===== src/rtl/hyperbus_wb.sv =====
// hyperbus_wb: Wishbone slave bridging 32-bit accesses onto a 16-bit
// HyperBus controller request interface.
//
// Each Wishbone access is latched in IDLE and split into two 16-bit words,
// low half first.
//
// Ports:
//   clk, rst            rising-edge clock, asynchronous active-high reset
//   wb_*_i / wb_*_o     Wishbone slave: adr, dat, sel, we, cyc, stb, ack, err
//   hb_adr_o            16-bit word address, held from latch until IDLE
//   hb_reg_space_o      latched wb_adr_i[31]
//   hb_wrq_o, hb_rrq_o  write / read request, high only while words are due
//   hb_dat_o, hb_mask_o write word and RWDS byte mask (1 = byte masked)
//   hb_dat_i, hb_valid_i read word, qualified by hb_valid_i
//   hb_ready_i          write word consumed
//   dbg_state_o         current FSM state encoding
//
// Handshake: a write word is transferred on every rising edge where
// hb_wrq_o and hb_ready_i are both 1. A read word is transferred on every
// rising edge where hb_rrq_o and hb_valid_i are both 1. Neither side may
// retract a word once offered, and strobes outside those states are ignored.
module hyperbus_wb #(
  parameter int ADDR_LENGTH   = 32,
  parameter int TIMEOUT_COUNT = 255
) (
  input  logic                   clk,
  input  logic                   rst,
  input  logic [31:0]            wb_adr_i,
  input  logic [31:0]            wb_dat_i,
  output logic [31:0]            wb_dat_o,
  input  logic [3:0]             wb_sel_i,
  input  logic                   wb_we_i,
  input  logic                   wb_cyc_i,
  input  logic                   wb_stb_i,
  output logic                   wb_ack_o,
  output logic                   wb_err_o,
  output logic [ADDR_LENGTH-1:0] hb_adr_o,
  output logic [15:0]            hb_dat_o,
  output logic [1:0]             hb_mask_o,
  input  logic [15:0]            hb_dat_i,
  input  logic                   hb_valid_i,
  input  logic                   hb_ready_i,
  output logic                   hb_reg_space_o,
  output logic                   hb_wrq_o,
  output logic                   hb_rrq_o,
  output logic [2:0]             dbg_state_o
);

  localparam int CW = $clog2(TIMEOUT_COUNT + 1);

  typedef enum logic [2:0] {
    IDLE = 3'd0,
    WR0  = 3'd1,
    WR1  = 3'd2,
    RD0  = 3'd3,
    RD1  = 3'd4,
    ACK  = 3'd5,
    ERR  = 3'd6
  } state_t;

  state_t                 state_q, state_d;
  logic [ADDR_LENGTH-1:0] hadr_q, hadr_d;
  logic                   reg_q, reg_d;
  logic [31:0]            dat_q, dat_d;
  logic [3:0]             sel_q, sel_d;
  logic [31:0]            rdat_q, rdat_d;
  logic [CW-1:0]          cnt_q, cnt_d;
  logic                   abort_q, abort_d;
  logic                   busy;
  logic                   expired;

  // Byte address bit 0 has no meaning for a 16-bit word address.
  logic unused_adr0;
  assign unused_adr0 = wb_adr_i[0];

  assign busy = (state_q == WR0) || (state_q == WR1) ||
                (state_q == RD0) || (state_q == RD1);
  // The counter saturates at TIMEOUT_COUNT, so ">=" still catches expiry
  // when a handshake won the race on the expiring cycle.
  assign expired = (cnt_q >= CW'(TIMEOUT_COUNT - 1));

  always_comb begin
    state_d  = state_q;
    hadr_d   = hadr_q;
    reg_d    = reg_q;
    dat_d    = dat_q;
    sel_d    = sel_q;
    rdat_d   = rdat_q;
    cnt_d    = cnt_q;
    abort_d  = abort_q;
    hb_wrq_o  = 1'b0;
    hb_rrq_o  = 1'b0;
    hb_dat_o  = 16'h0000;
    hb_mask_o = 2'b11;
    wb_ack_o  = 1'b0;
    wb_err_o  = 1'b0;

    if (busy) begin
      cnt_d = (cnt_q == CW'(TIMEOUT_COUNT)) ? cnt_q : cnt_q + CW'(1);
      // A master that walked away still lets the burst finish, but must
      // not see a stray ack/err belonging to the abandoned cycle.
      if (!wb_cyc_i) abort_d = 1'b1;
    end

    case (state_q)
      IDLE: begin
        if (wb_cyc_i && wb_stb_i) begin
          hadr_d  = ADDR_LENGTH'({1'b0, wb_adr_i[30:1]});
          reg_d   = wb_adr_i[31];
          dat_d   = wb_dat_i;
          sel_d   = wb_sel_i;
          cnt_d   = '0;
          abort_d = 1'b0;
          state_d = wb_we_i ? WR0 : RD0;
        end
      end
      WR0: begin
        hb_wrq_o  = 1'b1;
        hb_dat_o  = dat_q[15:0];
        hb_mask_o = ~sel_q[1:0];
        if (hb_ready_i)   state_d = WR1;
        else if (expired) state_d = ERR;
      end
      WR1: begin
        hb_wrq_o  = 1'b1;
        hb_dat_o  = dat_q[31:16];
        hb_mask_o = ~sel_q[3:2];
        if (hb_ready_i)   state_d = ACK;
        else if (expired) state_d = ERR;
      end
      RD0: begin
        hb_rrq_o = 1'b1;
        if (hb_valid_i) begin
          rdat_d[15:0] = hb_dat_i;
          state_d      = RD1;
        end else if (expired) begin
          state_d = ERR;
        end
      end
      RD1: begin
        hb_rrq_o = 1'b1;
        if (hb_valid_i) begin
          rdat_d[31:16] = hb_dat_i;
          state_d       = ACK;
        end else if (expired) begin
          state_d = ERR;
        end
      end
      ACK: begin
        wb_ack_o = !abort_q;
        state_d  = IDLE;
      end
      ERR: begin
        wb_err_o = !abort_q;
        state_d  = IDLE;
      end
      default: state_d = IDLE;
    endcase
  end

  always_ff @(posedge clk or posedge rst) begin
    if (rst) begin
      state_q <= IDLE;
      hadr_q  <= '0;
      reg_q   <= 1'b0;
      dat_q   <= '0;
      sel_q   <= '0;
      rdat_q  <= '0;
      cnt_q   <= '0;
      abort_q <= 1'b0;
    end else begin
      state_q <= state_d;
      hadr_q  <= hadr_d;
      reg_q   <= reg_d;
      dat_q   <= dat_d;
      sel_q   <= sel_d;
      rdat_q  <= rdat_d;
      cnt_q   <= cnt_d;
      abort_q <= abort_d;
    end
  end

  assign wb_dat_o       = rdat_q;
  assign hb_adr_o       = hadr_q;
  assign hb_reg_space_o = reg_q;
  assign dbg_state_o    = state_q;

endmodule


===== config.mk =====
export PLATFORM = sky130hd
export DESIGN_NAME = hyperbus_wb
export DESIGN_NICKNAME = d
export VERILOG_FILES = /design/src/rtl/hyperbus_wb.sv
export SDC_FILE = /design/constraint.sdc
export NUM_CORES = 1
export LEC_CHECK = 0
export ABC_AREA = 1
export CORE_MARGIN = 3
export CORE_UTILIZATION = 48
export CTS_CLUSTER_DIAMETER = 120
export CTS_CLUSTER_SIZE = 12
export DETAILED_ROUTE_END_ITERATION = 16
export GPL_TIMING_DRIVEN = 0
export MAX_ROUTING_LAYER = met4
export PLACE_DENSITY = 0.93
export SLEW_MARGIN = 20
export SYNTH_ARGS = -nofsm -noshare
export SYNTH_HDL_FRONTEND = slang
export SYNTH_SLANG_ARGS = --single-unit
export TNS_END_PERCENT = 1

===== constraint.sdc =====
create_clock -name clk -period 9.6 [get_ports clk]
set_input_delay 1.44 -clock clk [delete_from_list [all_inputs] [get_ports clk]]
set_output_delay 1.44 -clock clk [all_outputs]
set_load 0.02 [all_outputs]

==> results of run 1 <==
through the flow:
| step | hold slack, ps | utilization (%) | setup WS [ps] | instance area (sq um) | std cells |
|---|---|---|---|---|---|
| floorplan | 437 | - | 5230 | 4830 | 568 |
| global placement | 452 | 71.2 | 3800 | 6770 | 874 |
| detailed placement | 458 | 71.5 | 6040 | 6800 | 875 |
| CTS | 483 | 73.6 | 5600 | 6990 | 891 |
| global route | 503 | 73.6 | 5450 | 6990 | 891 |
| finish | 480 | 73.6 | 5600 | 6990 | 891 |
metal layers:
layer | vias up | part of all wire (%) | global-route usage, %
met4 | 0 | 2.4 | 8.79
met3 | 32 | 7.2 | 5.71
met5 | - | 0 | -
met2 | 174 | 50 | 42.1
met1 | 2159 | 40 | 30.9
li1 | 2133 | - | -
cells by family (layout without fill, tap and decap cells):
| logic type | Yosys count | after routing | synth area share [%] |
|---|---|---|---|
| AND/OR/NAND/NOR | 300 | 300 | 24.3 |
| adder cells (fa/ha/maj) | 2 | 2 | 0.518 |
| buffers and inverters | 71 | 265 | 7.49 |
| flip-flops | 111 | 111 | 57.5 |
| other | 1 | 2 | 0.0777 |
| XOR/XNOR | 2 | 2 | 0.363 |
| AO/OA/AOI/OAI | 80 | 80 | 9.74 |
placed cells by master, fill, tap and decap left out, types with 2 or more instances in the layout:
cell type / Yosys / routed
sky130_fd_sc_hd__inv_1: 42 / 41
sky130_fd_sc_hd__clkdlybuf4s50_1: 0 / 177
sky130_fd_sc_hd__a21oi_1: 10 / 10
sky130_fd_sc_hd__nor2_1: 16 / 16
sky130_fd_sc_hd__nor2_2: 2 / 2
sky130_fd_sc_hd__buf_4: 5 / 5
sky130_fd_sc_hd__dfrtp_1: 111 / 111
sky130_fd_sc_hd__o21bai_1: 2 / 2
sky130_fd_sc_hd__clkinv_4: 0 / 2
sky130_fd_sc_hd__o21ai_0: 43 / 43
sky130_fd_sc_hd__o21ai_1: 2 / 2
sky130_fd_sc_hd__buf_2: 7 / 7
sky130_fd_sc_hd__o21a_1: 16 / 16
sky130_fd_sc_hd__conb_1: 1 / 2
sky130_fd_sc_hd__nand3_1: 11 / 11
sky130_fd_sc_hd__inv_2: 4 / 4
sky130_fd_sc_hd__buf_6: 9 / 9
sky130_fd_sc_hd__a22o_1: 6 / 6
sky130_fd_sc_hd__xnor2_1: 2 / 2
sky130_fd_sc_hd__ha_1: 2 / 2
sky130_fd_sc_hd__nor4_1: 2 / 2
sky130_fd_sc_hd__nand2_1: 262 / 262
sky130_fd_sc_hd__inv_6: 0 / 2
sky130_fd_sc_hd__nand2_2: 2 / 2
sky130_fd_sc_hd__inv_8: 0 / 2
sky130_fd_sc_hd__clkbuf_1: 4 / 4
sky130_fd_sc_hd__clkbuf_8: 0 / 9
sequential cells by signal (all words and copies together) (netlist names):
register / cells
cnt_q: 8
wb_dat_o: 32
dbg_state_o: 3
hb_adr_o: 30
dat_q: 32
hb_reg_space_o: 1
abort_q: 1
sel_q: 4
power by group:
group / total, mW / internal [mW] / switching [mW]
clock network: 0.275 / 0.102 / 0.173
logic: 1.09 / 0.492 / 0.599
registers: 0.817 / 0.685 / 0.132
total: 2.18 / 1.28 / 0.904
path summary, 6_finish.rpt:
check                               end  cells after the start      startpoint
hold reg to reg            hb_adr_o[22]                      2    hb_adr_o[22]
hold / removal             hb_adr_o[22]                      2    hb_adr_o[22]
setup reg to reg              dat_q[25]                      7  dbg_state_o[0]
max in group asynchronous      cnt_q[3]                      3             rst
setup / recovery            hb_dat_o[9]                      7  dbg_state_o[1]
min in group asynchronous   hb_adr_o[7]                      2             rst
worst register-to-register path, cell delays in order (launching register included):
cell                      delay, ps
sky130_fd_sc_hd__dfrtp_1        480
sky130_fd_sc_hd__nor2_1         160
sky130_fd_sc_hd__nand2_1        130
sky130_fd_sc_hd__nor2_2         200
sky130_fd_sc_hd__buf_6          220
sky130_fd_sc_hd__buf_6          160
sky130_fd_sc_hd__nand2_1         60
sky130_fd_sc_hd__o21ai_0         80
cell type report:
cell class | count | area [sq um] | share of cell area [%]
Buffer | 25 | 189 | 2.70
Clock buffer | 9 | 124 | 1.77
Clock inverter | 7 | 72.6 | 1.04
Inverter | 46 | 178 | 2.54
Multi-Input combinational cell | 386 | 1690 | 24.2
Sequential cell | 111 | 2780 | 39.7
Tap cell | 129 | 161 | 2.31
Timing Repair Buffer | 178 | 1800 | 25.7
==> PnR_summary.wiki, run 1 <==
{| class="wikitable"
! Metric !! Value
|-
| H-tree depth || 3
|-
| Wire length of the first global-routing pass || between 20,000 and 25,000 microns
|-
| RSZ-0062 raised after global routing || false
|-
| Total power draw || 2.18 mW
|-
| Critical Path Start Type || flop
|-
| Arrival time of data at the critical path endpoint || 2560 ps
|-
| Total routing resource utilization after global routing || 25.4%
|-
| Buffers & Inverters on Critical Path || 4
|-
| Routed WL || 13,400 microns
|-
| I/O pin count || 181
|-
| Via count of the first global-routing pass || 4,721
|-
| Setup-failing EPs final || 0
|-
| CTS Hold Buffers Added || 0
|-
| Power per Cell Area || 312 mW/mm^2
|-
| Fraction of layout cells with a size suffix above 1 || roughly 6.4%
|-
| Number of distinct library cells after synthesis || 28
|-
| Area of the die || 0.0113 sq mm
|-
| Cells traversed along the worst timing path || inv_1 -> nand3_1 -> inv_2 -> buf_2 -> nand2_1 -> o21ai_0 -> clkdlybuf4s50_1
|-
| Final layout net count || 850
|-
| Number of max-slew violations in the final report || 0
|-
| Crit Path Max Fanout || 10
|-
| Leading cell types by count after synthesis || sky130_fd_sc_hd__nand2_1, sky130_fd_sc_hd__dfrtp_1, sky130_fd_sc_hd__o21ai_0
|-
| Final hold violation count || 0
|-
| Clock tree from TritonCTS || yes
|-
| Count of mapped cells out of synthesis || 567
|-
| Setup Total Neg Slack || 0 ps
|-
| Number of antenna violations at the first check in global routing || 0
|-
| Buffers added on ports || ~180
|-
| Antenna-violating nets left || 0
|-
| Max_cap viols || 0
|-
| Class of the tightest hold or removal check || flop to flop
|-
| Synthesized flop and latch total || 111
|-
| Required time of the worst setup path || 8160 ps
|-
| Slowest cell on the critical path || sky130_fd_sc_hd__clkdlybuf4s50_1
|-
| Status || completed
|-
| Top cell family by delay on the critical path || buffers and inverters
|-
| Number of vias after detailed routing || 4,498
|-
| Max Clock Freq || between 0.2 and 0.3 GHz
|-
| Count of filler cells inserted in the layout || 648
|-
| Number of buffers inserted by post-CTS setup repair || 0
|-
| Placeable Area || 0.00950 sq mm
|-
| Largest net degree at the start of global routing || 76
|-
| Overflow left after global routing || 0
|-
| Sequential cell area fraction in the yosys report || between 50% and 60%
|-
| Chip height || ~110 microns
|-
| Leakage || 3.35 nW
|-
| Top cells by area in the synthesized netlist || sky130_fd_sc_hd__dfrtp_1, sky130_fd_sc_hd__nand2_1, sky130_fd_sc_hd__o21ai_0
|-
| Starting density of the core || 50.8%
|-
| Final worst clock skew || 17.9 ps
|-
| Post-DR wirelength/cell || 15.0 microns
|-
| FFs w/ async S/R, synth || 100%
|-
| Yosys top cell area share || a little under three fifths
|-
| Worst-skew pair later-pin latency || 380 ps
|-
| Tcrit/Tclk final || 41.6%
|-
| P&R area growth vs syn || 44.9%
|-
| Resized Gates After CTS || 0
|-
| Clock tree root driver cell || sky130_fd_sc_hd__clkbuf_8
|-
| Die width || ~110 microns
|-
| Detailed Route Iter0 Violations || 223
|-
| Type of the setup path with the least slack || flop to output pin
|-
| Via density per instance || 5.05
|-
| Number of DRC violations after detailed routing || 0
|-
| Yosys warnings || 0
|-
| Buffers from clock root to sink, at most || 2
|-
| Top flip-flop cell by instance count after synthesis || sky130_fd_sc_hd__dfrtp_1
|-
| Number of flops mapped to enable cells by yosys || 0
|-
| CP endpoint kind || output pin
|-
| Total half-perimeter wirelength after legalization and detailed placement || 10,200 microns
|-
| Max stage delay on crit path || 670 ps
|-
| Biggest area consumer among synthesized cells || sky130_fd_sc_hd__dfrtp_1
|-
| Rows || 35
|-
| Netlist Area Pre-Place || 0.00483 sq mm
|-
| Clk sink count || between 100 and 150
|-
| Count of antenna diodes in the layout || 0
|-
| Top-count cell post-synth || sky130_fd_sc_hd__nand2_1
|-
| Post-synthesis average cell area || 8.52 sq um
|-
| Register-to-register setup slack || between 8000 and 9000 ps
|-
| TritonCTS buffer count || 9
|-
| Minimum clock period after layout || 4000 ps
|-
| IR Drop Worst-Case VDD || 0.000192 V
|-
| Clock-pin slew of the registers on the worst-case setup and hold paths || between 100 and 150 ps
|-
| Routability-driven placement congestion ratio || 0.908
|-
| First drt pass iteration count || 5
|}
Note: power is estimated with default switching activity, not from simulation.
==> run 2, diff against run 1 <==
--- a/config.mk
+++ b/config.mk
@@ -7,13 +7,13 @@
 export LEC_CHECK = 0
 export ABC_AREA = 1
 export CORE_MARGIN = 3
-export CORE_UTILIZATION = 48
+export CORE_UTILIZATION = 40
 export CTS_CLUSTER_DIAMETER = 120
 export CTS_CLUSTER_SIZE = 12
 export DETAILED_ROUTE_END_ITERATION = 16
 export GPL_TIMING_DRIVEN = 0
 export MAX_ROUTING_LAYER = met4
-export PLACE_DENSITY = 0.93
+export PLACE_DENSITY = 0.83
 export SLEW_MARGIN = 20
 export SYNTH_ARGS = -nofsm -noshare
 export SYNTH_HDL_FRONTEND = slang
==> constraint.sdc (replaced) <==
create_clock -name clk -period 3.3 [get_ports clk]
set_input_delay 0.495 -clock clk [delete_from_list [all_inputs] [get_ports clk]]
set_output_delay 0.495 -clock clk [all_outputs]
set_load 0.02 [all_outputs]
==> run 2 against run 1 <==
Net effect: die area grew 19%; combinational power rose to 2.9 times the previous value; global-route usage decreased by 4.7 points; via count down 1.9%; cell count up 1.8%; sequential power grew to 2.9 times the previous value; register-to-register slack got worse by 6400 ps; cell area increased by 2.0%; wire length shrank 1.6%.
==> PnR_summary.wiki, run 2 (synthesis gave the netlist of run 1 again) <==
{| class="wikitable"
! Metric !! Value
|-
| Status || completed (unchanged)
|-
| Start point of the worst min-delay path || sel_q[2] (was hb_adr_o[22])
|-
| Startpoint of the most critical register-to-register path || dbg_state_o[0] (unchanged)
|-
| Post-route cell area || 0.00714 sq mm (was 0.00699 sq mm)
|-
| Clock-pin slew of the registers on the worst-case setup and hold paths || 70 ps (was 110 ps)
|-
| Routed WL || 13,200 microns (was 13,400 microns)
|-
| Total half-perimeter wirelength after legalization and detailed placement || 10,200 microns (about the same)
|-
| CP endpoint kind || output pin (unchanged)
|-
| Post-Place Setup Slack || 682 ps (was 6040 ps)
|-
| First drt pass iteration count || 5 (unchanged)
|-
| Number of buffers inserted by post-CTS setup repair || 0 (unchanged)
|-
| CTS Hold Buffers Added || 0 (unchanged)
|-
| Count of antenna diodes in the layout || 0 (unchanged)
|-
| Required time of the worst setup path || 2800 ps (was 8160 ps)
|-
| Length in cells of the worst reg-to-reg path || 7 (unchanged)
|-
| Clock tree from TritonCTS || yes (unchanged)
|-
| Highest-count cells in the layout ignoring fill and taps || sky130_fd_sc_hd__nand2_1, sky130_fd_sc_hd__clkdlybuf4s50_1, sky130_fd_sc_hd__dfrtp_1 (unchanged)
|-
| Max Clock Freq || about 0.33 GHz
|-
| Detailed Route Iter0 Violations || 356 (was 223)
|-
| Number of antenna violations at the first check in global routing || 0 (unchanged)
|-
| Capturing instance or port of the critical path || hb_dat_o[8] (was hb_dat_o[9])
|-
| Final hold violation count || 0 (unchanged)
|-
| Die width || 116 microns (was 106 microns)
|-
| Crit Path Max Fanout || 10 (unchanged)
|-
| Setup Total Neg Slack || 0 ps (unchanged)
|-
| Wire length of the first global-routing pass || 21,500 microns (was 22,300 microns)
|-
| H-tree depth || 3 (unchanged)
|-
| Post-layout worst setup margin || 288 ps (was 5600 ps)
|-
| Final layout net count || 852 (was 850)
|-
| Via density per instance || 4.87 (was 5.05)
|-
| Critical Path Start Type || flop (unchanged)
|-
| Area of the die || 0.0134 sq mm (was 0.0113 sq mm)
|-
| Class of the tightest hold or removal check || flop to flop (unchanged)
|-
| Buffers added on ports || 177 (unchanged)
|-
| Setup-failing EPs final || 0 (unchanged)
|-
| Resized Gates After CTS || 0 (unchanged)
|-
| IR Drop Worst-Case VDD || 0.000466 V (was 0.000192 V)
|-
| Startpoint of the worst setup timing path || dbg_state_o[1] (unchanged)
|-
| Clock tree root driver cell || sky130_fd_sc_hd__clkbuf_16 (was sky130_fd_sc_hd__clkbuf_8)
|-
| Minimum clock period after layout || 3010 ps
|-
| Routability-driven placement congestion ratio || 0.888 (was 0.908)
|-
| Register-to-register setup slack || 1690 ps (was 8040 ps)
|-
| Fraction of layout cells with a size suffix above 1 || 6.68% (was 6.43%)
|-
| Clk sink count || 111 (unchanged)
|-
| Chip height || 116 microns (was 106 microns)
|-
| Antenna-violating nets left || 0 (unchanged)
|-
| TritonCTS buffer count || 9 (unchanged)
|-
| Most common cell after layout, fill and taps aside || sky130_fd_sc_hd__nand2_1 (unchanged)
|-
| Dpl cell area || 0.00685 sq mm (was 0.00680 sq mm)
|-
| Worst R2R End || dat_q[25] (unchanged)
|-
| Tcrit/Tclk final || 91.3%
|-
| Number of vias after detailed routing || 4,413 (was 4,498)
|-
| Via count of the first global-routing pass || 4,562 (was 4,721)
|-
| Leakage || 3.40 nW (was 3.35 nW)
|-
| Arrival time of data at the critical path endpoint || 2520 ps (was 2560 ps)
|-
| Buffers from clock root to sink, at most || 2 (unchanged)
|-
| Final worst clock skew || 5.74 ps (was 17.9 ps)
|-
| RSZ-0062 raised after global routing || false (unchanged)
|-
| Overflow left after global routing || 0 (unchanged)
|-
| Power per Cell Area || 923 mW/mm^2 (was 312 mW/mm^2)
|-
| Max_cap viols || 0 (unchanged)
|-
| Rows || 39 (was 35)
|-
| Post-DR wirelength/cell || 14.5 microns (was 15.0 microns)
|-
| I/O pin count || 181 (unchanged)
|-
| Largest net degree at the start of global routing || 35 (was 76)
|-
| Type of the setup path with the least slack || flop to output pin (unchanged)
|-
| Placeable Area || 0.0116 sq mm (was 0.00950 sq mm)
|-
| Worst-skew pair later-pin latency || 340 ps (was 380 ps)
|-
| Number of DRC violations after detailed routing || 0 (unchanged)
|-
| Starting density of the core || 41.6% (was 50.8%)
|-
| Total routing resource utilization after global routing || 20.7% (was 25.4%)
|-
| Count of filler cells inserted in the layout || 978 (was 648)
|-
| Number of max-slew violations in the final report || 0 (unchanged)
|-
| P&R area growth vs syn || 47.8% (was 44.9%)
|}
run 2: cell types whose count changed in the layout (fill, tap and decap cells not counted), sizes merged:
cell / before / now
clkinvlp: 1 / 2
inv: 49 / 48
clkbuf: 13 / 14
buf: 22 / 24
clkinv: 3 / 2
run 2: area by class of cell:
class                      count  area (sq um)  area share (%)
tap                          143           179            2.51
clock buffer                  10           239            3.35
sequential                   111          2780            38.9
buffer                        25           189            2.65
multi-input combinational    386          1690            23.7
clock inverter                 6          50.0           0.701
timing repair buffer         180          1830            25.7
inverter                      46           176            2.47
run 2: metrics by stage:
step                hold slack (ps)  power, mW  std cells  util [%]
finish                          466       6.58        907      61.4
global route                    502       7.05        907      61.4
CTS                             473       6.65        907      61.4
detailed placement              454       5.58        891      59.0
global placement                452       5.44        888      58.4
floorplan                       437       4.05        568         -
run 2: critical path, cell delays in order (launching register included):
cell and delay, ps:
sky130_fd_sc_hd__dfrtp_1 470, sky130_fd_sc_hd__inv_1 140, sky130_fd_sc_hd__nand3_1 250, sky130_fd_sc_hd__inv_2 250
sky130_fd_sc_hd__buf_2 250, sky130_fd_sc_hd__nand2_1 60, sky130_fd_sc_hd__o21ai_0 100, sky130_fd_sc_hd__clkdlybuf4s50_1 650
run 2: layer usage:
layer / routed length, microns / vias up / track usage, %
li1: - / 2138 / -
met1: 5560 / 2101 / 26.1
met2: 6630 / 158 / 33.4
met3: 822 / 16 / 4.75
met4: 172 / 0 / 6.11
met5: 0 / - / -
run 2: worst min path at each step:
stage / to / depth (start not counted)
6_report: sel_q[2] / 2
2_1_floorplan: sel_q[2] / 2
3_3_place_gp: sel_q[3] / 2
4_1_cts: sel_q[2] / 2
3_5_place_dp: sel_q[2] / 2
5_1_grt: dat_q[8] / 2
run 2: power breakdown:
part / switching [mW] / leakage [nW] / internal, mW
registers: 0.391 / 1.37 / 2.00
logic: 1.71 / 1.89 / 1.43
clock network: 0.504 / 0.141 / 0.544
total: 2.61 / 3.40 / 3.98
==> run 3, diff against run 2 <==
--- a/config.mk
+++ b/config.mk
@@ -8,12 +8,13 @@
 export ABC_AREA = 1
 export CORE_MARGIN = 3
 export CORE_UTILIZATION = 40
-export CTS_CLUSTER_DIAMETER = 120
+export CTS_CLUSTER_DIAMETER = 200
 export CTS_CLUSTER_SIZE = 12
 export DETAILED_ROUTE_END_ITERATION = 16
 export GPL_TIMING_DRIVEN = 0
 export MAX_ROUTING_LAYER = met4
 export PLACE_DENSITY = 0.83
+export SKIP_CTS_REPAIR_TIMING = 1
 export SLEW_MARGIN = 20
 export SYNTH_ARGS = -nofsm -noshare
 export SYNTH_HDL_FRONTEND = slang
==> results of run 3 <==
No change in the layout: final DEF, timing and power equal those of run 2.
